## config.mk

```make
export PLATFORM = sky130hd
export DESIGN_NAME = cw305_mailbox_ctrl
export DESIGN_NICKNAME = d
export VERILOG_FILES = /design/src/rtl/cw305_mailbox_ctrl_pkg.sv /design/src/rtl/cw305_mbox_fifo.sv /design/src/rtl/cw305_mailbox_ctrl.sv
export SDC_FILE = /design/constraint.sdc
export NUM_CORES = 1
export LEC_CHECK = 0
export CAP_MARGIN = 30
export CORE_MARGIN = 1.5
export CORE_UTILIZATION = 44
export DETAILED_ROUTE_END_ITERATION = 8
export PLACE_DENSITY_LB_ADDON = 0.15
export SLEW_MARGIN = 20
export SYNTH_ARGS = -nofsm -noshare
export SYNTH_HDL_FRONTEND = slang
export SYNTH_SLANG_ARGS = --single-unit
```

## constraint.sdc

```tcl
create_clock -name crypto_clk -period 6.1 [get_ports crypto_clk]
set_input_delay 1.22 -clock crypto_clk [delete_from_list [all_inputs] [get_ports crypto_clk]]
set_output_delay 1.22 -clock crypto_clk [all_outputs]
set_load 0.03 [all_outputs]
```

## src/rtl/cw305_mailbox_ctrl_pkg.sv

```systemverilog
// cw305_mailbox_ctrl_pkg: FSM state encodings, status bit positions and header length field bounds
package cw305_mailbox_ctrl_pkg;
  typedef enum logic [1:0] {IDLE = 2'd0, RECV = 2'd1, NOTIFY = 2'd2} state_t;
  localparam int ST_H2C_LSB = 0;
  localparam int ST_C2H_LSB = 8;
  localparam int ST_STATE_LSB = 16;
  localparam int ST_OVF = 20;
  localparam int ST_PROTO_ERR = 21;
  localparam int ST_LEN_ERR = 22;
  localparam int ST_DONE = 23;
  localparam int ST_IRQ = 24;
  localparam int HDR_LEN_MSB = 7;
  localparam int HDR_LEN_LSB = 0;
endpackage

```

## src/rtl/cw305_mbox_fifo.sv

```systemverilog
// cw305_mbox_fifo: first-word fall-through FIFO (push/pop/flush in, rdata/avail/full/level out)
module cw305_mbox_fifo #(
  parameter int pDEPTH = 8,
  parameter int pWIDTH = 32
) (
  input  logic                      clk,
  input  logic                      rst,
  input  logic                      push,
  input  logic                      pop,
  input  logic                      flush,
  input  logic [pWIDTH-1:0]         wdata,
  output logic [pWIDTH-1:0]         rdata,
  output logic                      avail,
  output logic                      full,
  output logic [$clog2(pDEPTH):0]   level
);
  localparam int AW = $clog2(pDEPTH);
  localparam int LW = AW + 1;
  logic [pWIDTH-1:0] mem [pDEPTH];
  logic [AW-1:0] wptr, rptr;
  logic do_push, do_pop;
  assign avail = level != '0;
  assign full = level == LW'(pDEPTH);
  assign do_pop = pop & avail & ~flush;
  assign do_push = push & (~full | do_pop) & ~flush;
  assign rdata = avail ? mem[rptr] : '0;
  always_ff @(posedge clk) begin
    if (rst || flush) begin
      wptr <= '0;
      rptr <= '0;
      level <= '0;
    end else begin
      if (do_push) wptr <= wptr + 1'b1;
      if (do_pop) rptr <= rptr + 1'b1;
      level <= level + LW'(do_push) - LW'(do_pop);
    end
  end
  always_ff @(posedge clk) begin
    if (do_push) mem[wptr] <= wdata;
  end
endmodule

```

## src/rtl/cw305_mailbox_ctrl.sv

```systemverilog
// cw305_mailbox_ctrl: host/core mailbox with length-framed h2c FIFO, c2h FIFO, sticky flags and packed status
module cw305_mailbox_ctrl
  import cw305_mailbox_ctrl_pkg::*;
#(
  parameter int pDEPTH = 8,
  parameter int pWIDTH = 32
) (
  input  logic              crypto_clk,
  input  logic              reset_i,
  input  logic              host_push,
  input  logic [pWIDTH-1:0] host_wdata,
  input  logic              host_pop,
  output logic [pWIDTH-1:0] host_rdata,
  output logic              host_avail,
  input  logic              host_flush,
  input  logic              host_clear,
  input  logic              core_pop,
  output logic [pWIDTH-1:0] core_rdata,
  output logic              core_avail,
  input  logic              core_push,
  input  logic [pWIDTH-1:0] core_wdata,
  input  logic              core_done,
  output logic              core_msg_irq,
  input  logic              core_msg_ack,
  output logic [31:0]       status
);
  localparam int LW = $clog2(pDEPTH) + 1;
  state_t state;
  logic [7:0] rem, hdr_len;
  logic ovf, proto_err, len_err, done_flag;
  logic h2c_full, c2h_full, h2c_push, h2c_drop, c2h_drop, push_ok;
  logic [LW-1:0] h2c_level, c2h_level;
  assign hdr_len = host_wdata[HDR_LEN_MSB:HDR_LEN_LSB];
  assign push_ok = host_push & ~host_flush;
  assign h2c_push = push_ok & (state == RECV);
  assign h2c_drop = h2c_push & h2c_full & ~core_pop;
  assign c2h_drop = core_push & c2h_full & ~host_pop;
  cw305_mbox_fifo #(.pDEPTH(pDEPTH), .pWIDTH(pWIDTH)) u_h2c (
    .clk(crypto_clk), .rst(reset_i), .push(h2c_push), .pop(core_pop), .flush(host_flush),
    .wdata(host_wdata), .rdata(core_rdata), .avail(core_avail), .full(h2c_full), .level(h2c_level)
  );
  cw305_mbox_fifo #(.pDEPTH(pDEPTH), .pWIDTH(pWIDTH)) u_c2h (
    .clk(crypto_clk), .rst(reset_i), .push(core_push), .pop(host_pop), .flush(1'b0),
    .wdata(core_wdata), .rdata(host_rdata), .avail(host_avail), .full(c2h_full), .level(c2h_level)
  );
  always_ff @(posedge crypto_clk) begin
    if (reset_i) begin
      state <= IDLE;
      rem <= '0;
      core_msg_irq <= 1'b0;
      ovf <= 1'b0;
      proto_err <= 1'b0;
      len_err <= 1'b0;
      done_flag <= 1'b0;
    end else begin
      ovf <= ~host_clear & (ovf | h2c_drop | c2h_drop);
      proto_err <= ~host_clear & (proto_err | (push_ok & (state == NOTIFY)));
      len_err <= ~host_clear & (len_err | (push_ok & (state == IDLE) & (hdr_len == '0)));
      done_flag <= core_done | (done_flag & ~host_clear);
      if (host_flush) begin
        state <= IDLE;
        rem <= '0;
        core_msg_irq <= 1'b0;
      end else if (state == IDLE && host_push && hdr_len != '0) begin
        state <= RECV;
        rem <= hdr_len;
      end else if (state == RECV && host_push) begin
        rem <= rem - 8'd1;
        if (rem == 8'd1) begin
          state <= NOTIFY;
          core_msg_irq <= 1'b1;
        end
      end else if (state == NOTIFY && core_msg_ack) begin
        state <= IDLE;
        core_msg_irq <= 1'b0;
      end
    end
  end
  always_comb begin
    status = '0;
    status[ST_H2C_LSB +: 5] = 5'(h2c_level);
    status[ST_C2H_LSB +: 5] = 5'(c2h_level);
    status[ST_STATE_LSB +: 2] = state;
    status[ST_OVF] = ovf;
    status[ST_PROTO_ERR] = proto_err;
    status[ST_LEN_ERR] = len_err;
    status[ST_DONE] = done_flag;
    status[ST_IRQ] = core_msg_irq;
  end
endmodule

```

==> metrics.md <==
| Metric | Value |
|---|---|
| Register cell area after layout | approximately 16000 sq um |
| Compound-Gate Fraction of Synth Area | ~1.3% |
| Layout Nets | ~1400 |
| Cell variety after synth | 52 |
| Status | complete, no violations |
| Top Layer Used | met5 |
| Filler cells | between 3000 and 4000 |
| CP required | 4.88 ns |
| Die height | between 200 and 250 um |
| DRT met1 WL | approximately 20000 um |
| Antenna violations before repair | 3 |
| H-Tree Depth | 2 |
| Area of the multi-input gates | between 5000 and 6000 sq um |
| IO buf count | about 160 |
| DP Worst Slack | ~1.8 ns |
| CORE AREA | about 49000 sq um |
| Num CTS Buffers | 57 |
| Synth Cell Area | 21700 sq um |
| Simple-gate portion of the synthesized area | around 3.6% |
| Post-CTS sizing | 0 |
| Worst-path fanout max | 30 |
| Remaining antenna violation count | 0 |
| Met3 WL post-DR | 2230 um |
| Min Clock Period, post-route | around 4.6 ns |
| CP delay by family, top | buffers and inverters |
| Starting Density | 44.4% |
| Final setup vio count | 0 |
| Arr. time, crit path | 3.37 ns |
| Final Skew | approximately 0.027 ns |
| Post-DP HPWL | 26200 um |
| Largest net degree at the start of global routing | between 40 and 50 |
| Sw power | roughly 0.0025 W |
| # diodes | 0 |
| Combinational share of power | between 15 and 20% |
| RSZ-0062 raised after global routing | false |
| Switching part of the total power | between 20% and 30% |
| Row cnt | 81 |
| GP Congestion | 0.697 |
| CP bufs+invs | 3 |
| Post-synth EDFFs | just over 500 |
| Post-synthesis adder-cell area fraction | 1.23% |
| P_int | around 0.0069 W |
| Total GRT Usage | 17.8% |
| Sequential-to-total area share from yosys stat | between 70% and 80% |
| Final WS setup | approximately 1.5 ns |
| Main combinational cell family by area after synthesis | multiplexers |
| WL met2 | between 20000 and 25000 um |
| VDD IR max | ~0.0004 V |
| Vias | around 10000 |
| Clock slew at reported path FFs | approximately 0.06 ns |
| Post-synth ARST share | 0% |
| Grt ovf | 0 |
| Synthesis Warnings | 0 |
| # DRC | 0 |
| Sink count of the clock tree | around 550 |
| Ys flop type | edfxtp_1 |
| First-pass GRT wire length | roughly 67000 um |
| Final worst path period share | around three quarters |
| Post-synthesis mux area share | roughly 16% |
| TritonCTS clock tree | done |
| Clock share of power | between 30% and 40% |
| Detail-routed via count per cell | 5.20 |
| Iteration-0 DRC Markers | 803 |
| Share of cells above drive strength 1 | between 20% and 30% |
| Worst path max stage delay | between 0.6 and 0.7 ns |
| Max-cap check violation count | 0 |
| Worst slew margin | around 43% |
| Highest clock rate | ~220 MHz |
| Fin. Hold Viols | 0 |
| Clk buf depth | 3 |
| Vias in the first global route | ~11000 |
| Max Slew Vio Count | 0 |
| Hold Buf Count CTS | 0 |
| Crit path capture type | primary output |
| Post-Synth XOR/XNOR Area | less than 1% |
| Drt pass-1 iters | 5 |
| Per-cell routed wire length | between 20 and 25 um |
| Clock tree root buffer cell | clkbuf_16 |
| Synth-to-layout area growth | 20.4% |
| CP Cell Sequence | buf_16 -> buf_4 -> mux4_2 -> mux2i_1 -> nor2_1 -> clkdlybuf4s50_1 |
| Reg power frac | a little under half |
| Number of setup buffers added after CTS | 0 |
| Startpoint types | flop |
| LEAKAGE | between 8 and 9 nW |
| Die area | ~50000 sq um |
| Syn_area_per_cell | 20.1 sq um |
| Min-Delay Path Class | flop to flop |
| Power Dens Cells | roughly 360 nW/um^2 |
| Syn Inst Count | about 1100 |
| Setup TNS | 0 ns |
| Worst-skew pair later-pin latency | around 0.62 ns |
| CP max-delay cell | clkdlybuf4s50_1 |
| Crit Path Category | flop to primary output |
| Synth Register Bits | approximately 550 |
| Chip width | around 220 um |
| Ports | about 170 |
| Drt total wl | approximately 44000 um |
| Least-Margin Pin Slew | between 0.8 and 0.9 ns |
## area by class of cell
type | instances | area share, %
multi-input combinational | 445 | 19.7
timing repair buffer | 188 | 7.52
clock buffer | 66 | 5.60
tap | 664 | 3.19
sequential | 553 | 62.2
clock inverter | 40 | 1.46
inverter | 25 | 0.360
## path summary, 6_finish.rpt
check / slack, ns / to / startpoint / cells past startpoint
worst max-delay path: 1.51 / core_rdata[11] / flop / 6
worst min-delay path: 0.49 / flop / u_h2c.rptr[1]$_SDFFE_PP0N_ / 2
worst max register to register: 3.07 / u_h2c.mem[2][5]$_DFFE_PP_ / state[0]$_SDFFE_PP0P_ / 5
worst min register to register: 0.49 / flop / u_h2c.rptr[1]$_SDFFE_PP0N_ / 2
## power groups by stage
| stage | Sequential [W] | Combinational [W] | Clock (W) |
|---|---|---|---|
| global route | 0.00438 | 0.00179 | 0.00361 |
| detailed placement | 0.00445 | 0.00169 | 0 |
| finish | 0.00436 | 0.00166 | 0.00338 |
| CTS | 0.00437 | 0.00170 | 0.00347 |
| global placement | 0.00445 | 0.00168 | 0 |
| floorplan | 0.00439 | 0.00111 | 0 |
## placed cells by master (no fill, tap or decap), drive strengths merged, types with 7 or more instances in the layout
cell type / netlist / final
a21oi: 17 / 17
inv: 25 / 26
dfxtp: 41 / 41
edfxtp: 512 / 512
clkdlybuf4s50: 0 / 155
ha: 18 / 18
nand2b: 9 / 9
nand2: 9 / 9
buf: 55 / 33
mux4: 128 / 128
clkinv: 0 / 30
conb: 1 / 17
nor2: 106 / 106
clkbuf: 17 / 66
nor3: 7 / 7
mux2i: 67 / 67
## cell families (layout without fill, tap and decap cells)
logic type	Yosys count	after routing
other cells	1	17
compound gates	40	40
flops	553	553
simple gates	164	164
buf+inv	97	319
fa+ha+maj	20	20
mux	195	195
xor+xnor	9	9
## worst min-delay path, stage by stage (launching register included)
cell     delay, ns
dfxtp_1       0.32
nand2_1       0.05
a21oi_1       0.07
## sequential cells by signal (all words and copies together), names as in the netlist, named ones only
name	cells
core_msg_irq	1
u_h2c.level	4
u_c2h.wptr	3
done_flag	1
u_c2h.rptr	3
len_err	1
rem	8
ovf	1
proto_err	1
u_c2h.level	4
state	2
u_h2c.mem	256
u_h2c.wptr	3
u_c2h.mem	256
u_h2c.rptr	3
## routing by layer
metal | global-route usage, % | vias up
met3 | 3.83 | 67
li1 | - | 4674
met2 | 27.4 | 219
met1 | 25.8 | 5343
met5 | 0 | -
met4 | 4.83 | 6
## through the flow
step           instance area, sq um  hold WS (ns)  util [%]  power (W)  instances
2_1_floorplan                 21700         0.454         -    0.00550       1095
3_3_place_gp                  24000         0.471      49.3    0.00613       1866
3_5_place_dp                  24200         0.479      49.6    0.00614       1872
4_1_cts                       26000         0.493      53.4    0.00954       1978
5_1_grt                       26100         0.530      53.5    0.00979       1981
6_report                      26100         0.491      53.5    0.00941       1981
## cell usage after synthesis, drive strengths merged (3+ instances only)
| library cell | count | area (sq um) |
|---|---|---|
| mux2i | 67 | 671 |
| and2 | 4 | 25.0 |
| buf | 55 | 330 |
| nor2 | 106 | 398 |
| nor2b | 3 | 18.8 |
| a31oi | 5 | 31.3 |
| nor3b | 3 | 27.5 |
| a21o | 3 | 22.5 |
| xnor2 | 3 | 26.3 |
| inv | 25 | 93.8 |
| mux4 | 128 | 2880 |
| ha | 18 | 225 |
| nor3 | 7 | 46.3 |
| xor2 | 6 | 52.6 |
| edfxtp | 512 | 15400 |
| o21ai | 3 | 26.3 |
| dfxtp | 41 | 821 |
| or4 | 3 | 26.3 |
| nand2b | 9 | 56.3 |
| clkbuf | 17 | 65.1 |
| nand3 | 5 | 25.0 |
| o311ai | 3 | 26.3 |
| a21oi | 17 | 85.1 |
| nand2 | 9 | 33.8 |
Note: power is estimated with default switching activity, not from simulation.
